<file path="src/rtl/prbs_multi_seq.sv">
// prbs_multi_seq: multi-lane PRBS link self-test sequencer.
//   Waits for transceiver bring-up (alldone), enables TX then RX PRBS, injects
//   errors for a fixed time and proves every lane's checker saw them, waits for
//   the checkers to drain and stay clean while their counters are held in
//   reset, then hands the link to software (ACTIVE) or parks in FAIL.
// Ports:
//   clk, reset            clock, asynchronous active-high reset
//   alldone               transceiver reset/PLL sequencing complete
//   restart               synchronous request to rerun the test
//   rx_prbs_err[N_CH]     per-lane checker error flag
//   checker_status[N_CH]  per-lane checker not-clean flag
//   prbscntreset_ext      software counter reset (ACTIVE only)
//   error_inject_ext      software error inject (ACTIVE only)
//   tx/rx_prbs_mode       PRBS mode for all lanes
//   prbscntreset          checker counter reset
//   error_inject          TX error inject
//   inject_seen[N_CH]     sticky per-lane "error observed during INJECT"
//   err_count             per-lane saturating counts, lane i at [i*ERR_CNT_W +: ERR_CNT_W]
//   state_dbg             current state encoding
//   test_done/pass/fail   verdict
module prbs_multi_seq #(
  parameter int          N_CH              = 4,
  parameter logic [2:0]  PRBS_MODE         = 3'b100,
  parameter logic [31:0] INJECT_CYCLES     = 32'd1000000000,
  parameter logic [31:0] CLEAR_HOLD_CYCLES = 32'd512,
  parameter logic [31:0] TIMEOUT_CYCLES    = 32'd1048576,
  parameter int          ERR_CNT_W         = 16
) (
  input  logic                      clk,
  input  logic                      reset,
  input  logic                      alldone,
  input  logic                      restart,
  input  logic [N_CH-1:0]           rx_prbs_err,
  input  logic [N_CH-1:0]           checker_status,
  input  logic                      prbscntreset_ext,
  input  logic                      error_inject_ext,
  output logic [2:0]                tx_prbs_mode,
  output logic [2:0]                rx_prbs_mode,
  output logic                      prbscntreset,
  output logic                      error_inject,
  output logic [N_CH-1:0]           inject_seen,
  output logic [N_CH*ERR_CNT_W-1:0] err_count,
  output logic [3:0]                state_dbg,
  output logic                      test_done,
  output logic                      test_pass,
  output logic                      test_fail
);

  typedef enum logic [3:0] {
    S_IDLE      = 4'd0,
    S_WAIT_DONE = 4'd1,
    S_TX_EN     = 4'd2,
    S_RX_EN     = 4'd3,
    S_INJECT    = 4'd4,
    S_DRAIN     = 4'd5,
    S_CLEAR     = 4'd6,
    S_ACTIVE    = 4'd7,
    S_FAIL      = 4'd8
  } state_t;

  state_t                    state_r, state_s;
  logic [31:0]               phase_cnt_r;
  logic [31:0]               hold_cnt_r, hold_cnt_s, hold_inc_s;
  logic [N_CH-1:0]           inject_seen_r;
  logic [N_CH*ERR_CNT_W-1:0] err_count_r;
  logic                      restart_s, err_any_s, clean_s, hold_done_s;
  logic                      inject_end_s, timeout_s;

  assign restart_s    = restart && (state_r != S_IDLE);
  assign err_any_s    = |rx_prbs_err;
  assign clean_s      = !err_any_s && !(|checker_status);
  // hold_cnt saturates at the target; the hold completes on the cycle the
  // count reaches CLEAR_HOLD_CYCLES, so CLEAR lasts exactly that many clean cycles.
  assign hold_inc_s   = (hold_cnt_r >= CLEAR_HOLD_CYCLES) ? hold_cnt_r : hold_cnt_r + 32'd1;
  assign hold_done_s  = clean_s && (hold_inc_s >= CLEAR_HOLD_CYCLES);
  assign inject_end_s = (phase_cnt_r == INJECT_CYCLES - 32'd1);
  assign timeout_s    = (phase_cnt_r == TIMEOUT_CYCLES - 32'd1);

  // Next-state and next hold count; restart overrides every other transition.
  always_comb begin
    state_s    = state_r;
    hold_cnt_s = hold_cnt_r;
    if (restart_s) begin
      state_s    = S_IDLE;
      hold_cnt_s = 32'd0;
    end else begin
      case (state_r)
        S_IDLE:      state_s = S_WAIT_DONE;
        S_WAIT_DONE: begin
          if (alldone) state_s = S_TX_EN;
          else         state_s = S_WAIT_DONE;
        end
        S_TX_EN:     state_s = S_RX_EN;
        S_RX_EN:     state_s = S_INJECT;
        S_INJECT: begin
          if (inject_end_s) state_s = S_DRAIN;
          else              state_s = S_INJECT;
        end
        S_DRAIN: begin
          if (!err_any_s)     state_s = S_CLEAR;
          else if (timeout_s) state_s = S_FAIL;
          else                state_s = S_DRAIN;
        end
        S_CLEAR: begin
          if (clean_s) hold_cnt_s = hold_inc_s;
          else         hold_cnt_s = 32'd0;
          // A completed hold beats a timeout landing on the same cycle.
          if (hold_done_s) begin
            if (&inject_seen_r) state_s = S_ACTIVE;
            else                state_s = S_FAIL;
          end else if (timeout_s) begin
            state_s = S_FAIL;
          end else begin
            state_s = S_CLEAR;
          end
        end
        S_ACTIVE:    state_s = S_ACTIVE;
        S_FAIL:      state_s = S_FAIL;
        default:     state_s = S_IDLE;
      endcase
      if (state_s != state_r) hold_cnt_s = 32'd0;
      else                    hold_cnt_s = hold_cnt_s;
    end
  end

  // State, phase and hold counters.
  always_ff @(posedge clk or posedge reset) begin
    if (reset) begin
      state_r     <= S_IDLE;
      phase_cnt_r <= 32'd0;
      hold_cnt_r  <= 32'd0;
    end else begin
      state_r    <= state_s;
      hold_cnt_r <= hold_cnt_s;
      if (state_s != state_r) phase_cnt_r <= 32'd0;
      else                    phase_cnt_r <= phase_cnt_r + 32'd1;
    end
  end

  // Sticky per-lane injection evidence; only flags seen during INJECT count.
  always_ff @(posedge clk or posedge reset) begin
    if (reset) begin
      inject_seen_r <= {N_CH{1'b0}};
    end else if (restart_s) begin
      inject_seen_r <= inject_seen_r;
    end else if (state_r == S_RX_EN) begin
      inject_seen_r <= {N_CH{1'b0}};
    end else if (state_r == S_INJECT) begin
      inject_seen_r <= inject_seen_r | rx_prbs_err;
    end else begin
      inject_seen_r <= inject_seen_r;
    end
  end

  // Per-lane saturating error counters in ACTIVE; software clear wins.
  always_ff @(posedge clk or posedge reset) begin
    if (reset) begin
      err_count_r <= {(N_CH*ERR_CNT_W){1'b0}};
    end else if (restart_s) begin
      err_count_r <= {(N_CH*ERR_CNT_W){1'b0}};
    end else if (state_r == S_ACTIVE) begin
      for (int i = 0; i < N_CH; i++) begin
        if (prbscntreset_ext) begin
          err_count_r[i*ERR_CNT_W +: ERR_CNT_W] <= {ERR_CNT_W{1'b0}};
        end else if (rx_prbs_err[i] &&
                     (err_count_r[i*ERR_CNT_W +: ERR_CNT_W] != {ERR_CNT_W{1'b1}})) begin
          err_count_r[i*ERR_CNT_W +: ERR_CNT_W] <=
            err_count_r[i*ERR_CNT_W +: ERR_CNT_W] + {{(ERR_CNT_W-1){1'b0}}, 1'b1};
        end else begin
          err_count_r[i*ERR_CNT_W +: ERR_CNT_W] <= err_count_r[i*ERR_CNT_W +: ERR_CNT_W];
        end
      end
    end else begin
      err_count_r <= err_count_r;
    end
  end

  // Output decode from the registered state; ext inputs pass through in ACTIVE only.
  always_comb begin
    tx_prbs_mode = 3'b000;
    rx_prbs_mode = 3'b000;
    prbscntreset = 1'b0;
    error_inject = 1'b0;
    test_done    = 1'b0;
    test_pass    = 1'b0;
    test_fail    = 1'b0;
    case (state_r)
      S_TX_EN, S_RX_EN: tx_prbs_mode = PRBS_MODE;
      S_INJECT: begin
        tx_prbs_mode = PRBS_MODE;
        rx_prbs_mode = PRBS_MODE;
        error_inject = 1'b1;
      end
      S_DRAIN: begin
        tx_prbs_mode = PRBS_MODE;
        rx_prbs_mode = PRBS_MODE;
      end
      S_CLEAR: begin
        tx_prbs_mode = PRBS_MODE;
        rx_prbs_mode = PRBS_MODE;
        prbscntreset = 1'b1;
      end
      S_ACTIVE: begin
        tx_prbs_mode = PRBS_MODE;
        rx_prbs_mode = PRBS_MODE;
        prbscntreset = prbscntreset_ext;
        error_inject = error_inject_ext;
        test_done    = 1'b1;
        test_pass    = 1'b1;
      end
      S_FAIL: begin
        test_done = 1'b1;
        test_fail = 1'b1;
      end
      default: begin
        tx_prbs_mode = 3'b000;
      end
    endcase
  end

  assign inject_seen = inject_seen_r;
  assign err_count   = err_count_r;
  assign state_dbg   = state_r;

endmodule
</file>
<file path="config.mk">
export PLATFORM = sky130hd
export DESIGN_NAME = prbs_multi_seq
export DESIGN_NICKNAME = d
export VERILOG_FILES = /design/src/rtl/prbs_multi_seq.sv
export SDC_FILE = /design/constraint.sdc
export NUM_CORES = 1
export LEC_CHECK = 0
export CORE_MARGIN = 4
export CORE_UTILIZATION = 40
export DETAILED_ROUTE_END_ITERATION = 12
export GPL_TIMING_DRIVEN = 0
export PLACE_DENSITY_LB_ADDON = 0.1
export SKIP_CTS_REPAIR_TIMING = 1
export SLEW_MARGIN = 20
export SYNTH_ARGS = -nofsm -noshare
export SYNTH_HDL_FRONTEND = slang
export SYNTH_SLANG_ARGS = --single-unit
</file>
<file path="constraint.sdc">
create_clock -name clk -period 9 [get_ports clk]
set_input_delay 1.35 -clock clk [delete_from_list [all_inputs] [get_ports clk]]
set_output_delay 1.35 -clock clk [all_outputs]
set_load 0.005 [all_outputs]
</file>
## Yosys cells after proc, flatten, opt, wreduce, memory -nomap -nowiden

Index checks and enable logic that the tools add are counted.

- Add/sub/neg operators: 6
- $lt $le $gt $ge: 2
- Equality and inequality tests: 16
- Mux-type cells: 35
- Bitwise logic cells: 2
- Reduce and logical (&&, ||, !) cells: 29

Operator list:

| kind | number |
|---|---|
| 2-to-1 mux 32 bit | 6 |
| 2-to-1 mux 16 bit | 8 |
| 2-to-1 mux 64 bit | 2 |
| adder 16 x 1 -> 16 bit (second input constant) | 4 |
| adder 32 x 1 -> 32 bit (second input constant) | 2 |
| >= comparator 32 x 10 -> 1 bit (second input constant) | 2 |
| != test 16 bit (second input constant) | 4 |
| 2-to-1 mux 4 bit | 9 |
| one-hot mux 4 bit (9 select lines) | 1 |
| == test 32 x 20 -> 1 bit (second input constant) | 1 |
| == test 32 x 30 -> 1 bit (second input constant) | 1 |
| == test 4 x 3 -> 1 bit (second input constant) | 4 |
| nonzero test 3 bit | 5 |
| OR reduction 4 bit | 3 |
| AND reduction 2 bit | 5 |
| == test 4 x 2 -> 1 bit (second input constant) | 2 |
| != test 4 bit | 2 |
| logical AND 1 bit | 7 |
| 2-to-1 mux 3 bit | 2 |
| OR reduction 6 bit | 1 |
| == test 4 x 1 -> 1 bit (second input constant) | 1 |
| == test 4 bit (second input constant) | 1 |
| zero test 4 bit | 1 |
| 2-to-1 mux 1 bit | 4 |
| 9 further kinds | 12 |

- Register bits: 136
- Bits of input ports: 14
- Output and inout bits: 83
- Logic and storage cells: 98

## Depth between registers and ports, before layout

Gate-level depths: netlist of run 1.

- Depth after elaboration: 10
- Mapped depth: 10
- Gate-level depth less buffers: 8

## Worst setup path before layout of run 1

OpenSTA, ideal clock, no wires.

- Kind: input to register
- Start point: input port rx_prbs_err[0]
- End point: register hold_cnt_r[10]
- Library setup time: 0.145 ns
- Arrival time: 3.122 ns
- Data required time: 8.855 ns
- Path slack: 5.733 ns
- Stages on the path: 8
- Path buffers: 1
- Path through: nor4_4 > and2_1 > nand2_1 > a211oi_2 > nor4_2 > o311ai_4 > buf_6 > nor3b_2

- Word-level cells in the longest chain between the ends: 10
- Elaborated cells on any way between the ends: 14
- Those cells by class: eq/ne: 1; mux: 8; reduce/logical: 5

RTL lines:

| what | line | source |
|---|---|---|
| start: declaration | 33 | `input logic [N_CH-1:0] rx_prbs_err,` |
| OR reduction 4 bit * | 70 | `assign err_any_s = \|rx_prbs_err;` |
| zero test 1 bit | n/a |  |
| logical AND 1 bit | 71 | `assign clean_s = !err_any_s && !(\|checker_status);` |
| logical AND 1 bit | 75 | `assign hold_done_s = clean_s && (hold_inc_s >= CLEAR_HOLD_CYCLES);` |
| 2-to-1 mux 4 bit | 108 | `if (hold_done_s) begin` |
| one-hot mux 4 bit (9 select lines) | 87 | `case (state_r)` |
| 2-to-1 mux 4 bit | 83 | `if (restart_s) begin` |
| != test 4 bit | 121 | `if (state_s != state_r) hold_cnt_s = 32'd0;` |
| 2-to-1 mux 32 bit | 121 |  |
| 2-to-1 mux 32 bit | 83 |  |
| end signal: assignment | 134 | `hold_cnt_r <= hold_cnt_s;` |
| end: declaration | 63 | `logic [31:0] hold_cnt_r, hold_cnt_s, hold_inc_s;` |

Every way passes the cells marked *; elsewhere a longest branch is shown, timed or not. The select of a mux whose other input is x is not followed.
A chain may end at the register's enable or synchronous reset.

## Worst setup path after layout of run 1

- Start point: input port rx_prbs_err[0]
- End point: register hold_cnt_r[9]

The elaborated chain is that of the path after synthesis.

==> results.tsv, run 1 <==
stage	metric	value	unit
outcome	outcome	complete, no violations	
route	drt pass-1 iters	5	
route	routed wire length	18100	microns
synthesis	Top FF cell, synth	dfrtp_1	
global_route	met1 Use GR	24.1	%
synthesis	synthesized instance count	757	
flow_run	Max Cap Viol	0	
power	Worst IR Drop VDD	0.150	mV
sta	setup total negative slack	0	ns
die	num rows	49	
setup_path	worst path arrival time	4.29	ns
setup_path	worst-path fanout max	10	
setup_path	CP Class	in2reg	
cells_and_area	ratio of cells with drive above 1 in the final layout	12.1	%
clocking	H-Tree Depth	4	
cells_and_area	Fill cells	1680	
hold_path	class of the worst hold path	reg2reg	
power	switch share	35.0	%
clocking	total CTS buffers	17	
power	Design Power	1.83	mW
route	Antenna Violating Nets Remaining	0	
placement	# port buffers	91	
clocking	Clock Sink Count	136	
die	Starting Density	40.6	%
die	die area	20400	sq um
die	core area	18000	sq um
power	Leakage	3.68	nW
power	Clock Power Share	35.5	%
route	DR vias	5979	
global_route	first-pass GRT wire length	30100	microns
route	DRC violations left	0	
global_route	largest net degree at the start of global routing	81	
power	Seq pwr share	37.3	%
global_route	layer carrying the most global-route usage	met2	
setup_path	Worst EP required	9.27	ns
power	PD cells	201	nW/um^2
global_route	GRT met3 Usage	3.05	%
global_route	Tot GR Track Use	18.3	%
sta	Final Critical Period	4.01	ns
setup_path	R2R Setup Slk	5.98	ns
global_route	vias in the first global route	6005	
synthesis	post-synth cell types	63	
route	Avg Vias per Cell	5.37	
clocking	Root Buffer	clkbuf_16	
synthesis	syn_area_per_cell	9.62	sq um
setup_path	Setup crit end kind	register	
die	die span in x	143	microns
power	internal cell power	1.19	mW
synthesis	EDFF count, synth	0	
clocking	clock-pin slew on the worst setup and hold paths	0.06	ns
sta	clock skew	0.00793	ns
synthesis	flops & latches, synth	136	
synthesis	yosys warns	0	
synthesis	Post-synth ARST share	100	%
sta	Slew @ Worst Pin	0.994	ns
sta	max-slew violations	0	
synthesis	mapped cell area	7280	sq um
sta	RSZ-0062 raised after global routing	false	
sta	Final period util	44.6	%
global_route	initial antenna violation count	0	
die	I/O pins	97	
cells_and_area	area grow syn2layout	24.6	%
global_route	gr ovfl total	0	
die	Die Y	143	microns
sta	fmax	0.249	GHz
sta	slew margin rel.	33.7	%
cells_and_area	antenna cell count	0	
synthesis	post-synthesis sequential area ratio	46.7	%
clocking	worst-skew pair later-pin latency	0.42	ns
power	NetSw	0.639	mW
power	logic gate share of total power	27.2	%
global_route	GR Layer Usage met2	30.2	%
placement	DP HPWL	13000	microns
sta	Hold Vio Cnt, Final	0	
route	wire per inst	16.3	microns
cells_and_area	nets	892	
setup_path	Critical Path Start Type	primary input	
clocking	CTS tree	built	
clocking	CTS max path bufs	2	
route	Initial DRC Count	295	
sta	Finish-stage setup viols	0	
placement	gpl congestion	0.882	
==> cell type report <==
cell class	instances	area, sq um	share of cell area (%)
Buffer	32	189	2.08
Clock buffer	19	453	4.99
Clock inverter	13	96.3	1.06
Inverter	18	75.1	0.827
Multi-Input combinational cell	574	3640	40.1
Sequential cell	136	3400	37.5
Tap cell	229	287	3.16
Timing Repair Buffer	92	938	10.3
==> sequential cells by signal (all words and copies together), names as in the netlist <==
register,flops
inject_seen,4
err_count,64
hold_cnt_r,32
state_dbg,4
phase_cnt_r,32
==> layer usage <==
layer / share of wire (%) / wire (microns)
met1: 45 / 8230
met2: 49 / 8810
met3: 4.3 / 774
met4: 1.7 / 316
met5: 0 / 0
==> power groups by stage <==
stage                     Clock [mW]  Sequential [mW]  Combinational, mW
after floorplan                    0            0.682              0.329
after CTS                      0.664            0.681              0.504
final                          0.648            0.682              0.497
after detailed placement           0            0.692              0.503
after global placement             0            0.691              0.494
after global routing           0.693            0.686              0.549
==> placed cells by master (no fill, tap or decap), drive strengths merged, types with 21 or more instances in the layout <==
| cell | Yosys | routed |
|---|---|---|
| dfrtp | 136 | 136 |
| nor2 | 118 | 118 |
| clkdlybuf4s50 | 0 | 91 |
| nand2 | 66 | 66 |
| xnor2 | 40 | 40 |
| xor2 | 37 | 37 |
| o21ai | 37 | 37 |
| clkbuf | 17 | 36 |
| nand3 | 34 | 34 |
| nand4 | 26 | 26 |
| nor3b | 26 | 26 |
| nor3 | 24 | 24 |
| and3 | 23 | 23 |
| inv | 18 | 21 |
| a21oi | 21 | 21 |
==> critical path: stages <==
cell and delay [ns]:
clkdlybuf4s50_1 0.52, nor4_4 0.53, and2_1 0.27, nand2_1 0.20
a211oi_2 0.30, nor4_2 0.11, o311ai_4 0.66, buf_6 0.27
nor3_2 0.06
==> synthesized netlist by cell type, types with 3 or more instances <==
master    count  share of area (%)
nor3_1       23                1.6
nor4_1       13                1.1
and3_1       23                2.0
buf_6         6               0.93
or2_2         3               0.26
ha_1          7                1.2
o21ai_0      36                2.5
a31oi_1       6               0.52
inv_1        18               0.93
nand3_1      32                2.2
dfrtp_1     136                 47
nor3b_2      20                3.4
a21oi_1      17                1.2
nand4_1      26                2.2
nand2_1      66                3.4
xor2_1       37                4.4
nand4b_1      4               0.48
a21oi_2       4               0.48
nand3b_1      3               0.31
nand2b_1      5               0.43
buf_4         5               0.52
or4_1         4               0.41
and2_1       11               0.94
nor3b_1       6               0.62
clkbuf_1     17               0.88
a22oi_1       3               0.31
xnor2_1      40                4.8
or3_1        10               0.86
o31ai_1       5               0.52
nor2_2       16                1.4
and4_1        9                1.1
nor2_1      102                5.3
buf_2         4               0.27
==> logic make-up (layout without fill, tap and decap cells) <==
group           Yosys count  after routing  synth area share (%)
compound gates           90             90                  8.06
xor+xnor                 77             77                  9.26
fa+ha+maj                 7              7                  1.20
buf+inv                  50            174                  3.52
flops                   136            136                  46.7
mux                       2              2                 0.275
other cells               1              4                0.0515
simple gates            394            394                  30.9
==> path summary, 6_finish.rpt <==
check                                from             end  cells past startpoint
min                        phase_cnt_r[0]  phase_cnt_r[0]                      1
max                        rx_prbs_err[0]   hold_cnt_r[9]                      9
max in group asynchronous           reset   hold_cnt_r[5]                      3
min reg2reg                phase_cnt_r[0]  phase_cnt_r[0]                      1
min in group asynchronous           reset    err_count[6]                      2
max reg2reg                  state_dbg[2]   err_count[47]                      9
==> stage by stage <==
stage | area, sq um | cells | setup slack (ns) | util [%] | hold slack [ns]
floorplan | 7300 | 760 | 4.01 | - | 0.470
global placement | 8490 | 1080 | 2.08 | 47.3 | 0.500
detailed placement | 8530 | 1081 | 4.59 | 47.5 | 0.505
CTS | 9080 | 1113 | 4.99 | 50.5 | 0.514
global route | 9080 | 1113 | 4.76 | 50.5 | 0.537
finish | 9080 | 1113 | 4.99 | 50.5 | 0.513
No activity file was read; power rests on OpenSTA's default activity.
==> run 2, diff against run 1 <==
==> constraint.sdc (replaced) <==
create_clock -name clk -period 3.65 [get_ports clk]
set_input_delay 0.5475 -clock clk [delete_from_list [all_inputs] [get_ports clk]]
set_output_delay 0.5475 -clock clk [all_outputs]
set_load 0.005 [all_outputs]
==> results.tsv, run 2 (synthesis gave the netlist of run 1 again) <==
stage	metric	value	unit	change
die	die span in x	143	microns	unchanged
die	num rows	49		unchanged
setup_path	R2R depth	9		unchanged
setup_path	worst-path fanout max	10		unchanged
clocking	Clock Sink Count	136		unchanged
global_route	largest net degree at the start of global routing	35		-57%
die	Starting Density	40.6	%	unchanged
cells_and_area	ratio of cells with drive above 1 in the final layout	12.2	%	+0.099 points
global_route	vias in the first global route	5937		-1.1%
route	Avg Vias per Cell	5.39		+0.26%
placement	# port buffers	91		unchanged
sta	fmax	0.311	GHz	
route	Initial DRC Count	346		+17%
global_route	Tot GR Track Use	18.1	%	-0.22 points
cells_and_area	commonest cells after routing, fill and taps aside	dfrtp_1, nor2_1, clkdlybuf4s50_1, nand2_1, xnor2_1		
clocking	worst-skew pair later-pin latency	0.41	ns	about the same
clocking	H-Tree Depth	4		unchanged
clocking	CTS tree	built		
setup_path	Worst EP required	3.93	ns	-5.34 ns
cells_and_area	area grow syn2layout	25.4	%	
die	I/O pins	97		unchanged
global_route	initial antenna violation count	0		unchanged
placement	post-placement cell count	1084		+0.28%
route	routed wire length	17900	microns	-1.3%
placement	gpl congestion	0.849		-3.8%
sta	Hold Vio Cnt, Final	0		unchanged
die	die area	20400	sq um	unchanged
route	wire per inst	16.1	microns	-1.4%
global_route	first-pass GRT wire length	29900	microns	-0.76%
setup_path	worst path arrival time	3.49	ns	-0.80 ns
cells_and_area	Finished Layout Cells	1114		+0.090%
route	DRC violations left	0		unchanged
placement	DP HPWL	13100	microns	+0.42%
cells_and_area	nets	895		+0.34%
setup_path	Critical Path Start Type	primary input		
sta	max-slew violations	0		unchanged
sta	Slew @ Worst Pin	0.923	ns	-0.0714 ns
cells_and_area	max reg flops	64		unchanged
route	Antenna Violating Nets Remaining	0		unchanged
outcome	outcome	complete, no violations		
die	core area	18000	sq um	unchanged
sta	RSZ-0062 raised after global routing	false		
sta	Final period util	88.0	%	
setup_path	CP Class	in2reg		
route	drt pass-1 iters	5		unchanged
sta	Finish-stage setup viols	0		unchanged
setup_path	Setup crit end kind	register		
power	Worst IR Drop VDD	0.353	mV	+130%
clocking	clock-pin slew on the worst setup and hold paths	0.06	ns	about the same
global_route	gr ovfl total	0		unchanged
cells_and_area	antenna cell count	0		unchanged
hold_path	class of the worst hold path	reg2reg		
hold_path	worst hold path stage count	1		unchanged
die	Die Y	143	microns	unchanged
sta	slew margin rel.	38.5	%	+4.8 points
route	DR vias	6000		+0.35%
sta	Final Critical Period	3.21	ns	
power	Leakage	3.69	nW	+0.33%
sta	clock skew	0.0101	ns	+0.00218 ns
clocking	Root Buffer	clkbuf_16		
sta	setup total negative slack	0	ns	unchanged
power	PD cells	498	nW/um^2	+150%
cells_and_area	most common cell after layout, fill and taps aside	dfrtp_1		
flow_run	Max Cap Viol	0		unchanged
clocking	total CTS buffers	17		unchanged
clocking	CTS max path bufs	2		unchanged
-- run 2: layout make-up --
| cell class | count | area (sq um) |
|---|---|---|
| clock inverter | 11 | 101 |
| clock buffer | 19 | 453 |
| timing repair buffer | 95 | 991 |
| fill | 1654 | 8830 |
| multi-input combinational | 574 | 3640 |
| tap | 229 | 287 |
| buffer | 32 | 189 |
| sequential | 136 | 3400 |
| inverter | 18 | 71.3 |
-- run 2: path summary, 6_finish.rpt --
kind	startpoint	endpoint	slack (ns)
worst max register to register	state_dbg[2]	err_count[47]	0.64
worst min-delay path	phase_cnt_r[0]	phase_cnt_r[0]	0.51
worst min register to register	phase_cnt_r[0]	phase_cnt_r[0]	0.51
max in group asynchronous	reset	hold_cnt_r[22]	2.55
worst max-delay path	rx_prbs_err[0]	hold_cnt_r[9]	0.44
min in group asynchronous	reset	err_count[24]	0.54
-- run 2: stage by stage --
stage	total power, mW	hold slack [ns]	area [sq um]	setup WS (ns)	util (%)
floorplan	2.49	0.470	7300	1.19	-
global placement	2.92	0.498	8500	0.0663	47.3
detailed placement	2.95	0.507	8580	0.0357	47.7
CTS	4.59	0.516	9130	0.502	50.8
global route	4.79	0.532	9130	0.278	50.8
finish	4.54	0.509	9130	0.437	50.8
-- run 2: routing by layer --
| metal | track usage [%] | share of wire, % | wire, microns |
|---|---|---|---|
| met1 | 24.3 | 46 | 8180 |
| met2 | 29.9 | 48 | 8660 |
| met3 | 3.45 | 4.5 | 813 |
| met4 | 4.95 | 1.3 | 240 |
| met5 | 0 | 0 | 0 |
-- run 2: critical path, stage by stage --
cell             delay [ns]
clkdlybuf4s50_1        0.51
nor4_4                 0.54
and2_1                 0.25
nand2_1                0.19
a211oi_2               0.30
nor4_2                 0.10
o311ai_4               0.68
buf_6                  0.28
nor3_2                 0.06
-- run 2: power by group --
part	total, mW	internal (mW)	switching, mW
Clock	1.62	0.965	0.660
Sequential	1.68	1.58	0.101
Combinational	1.24	0.447	0.793
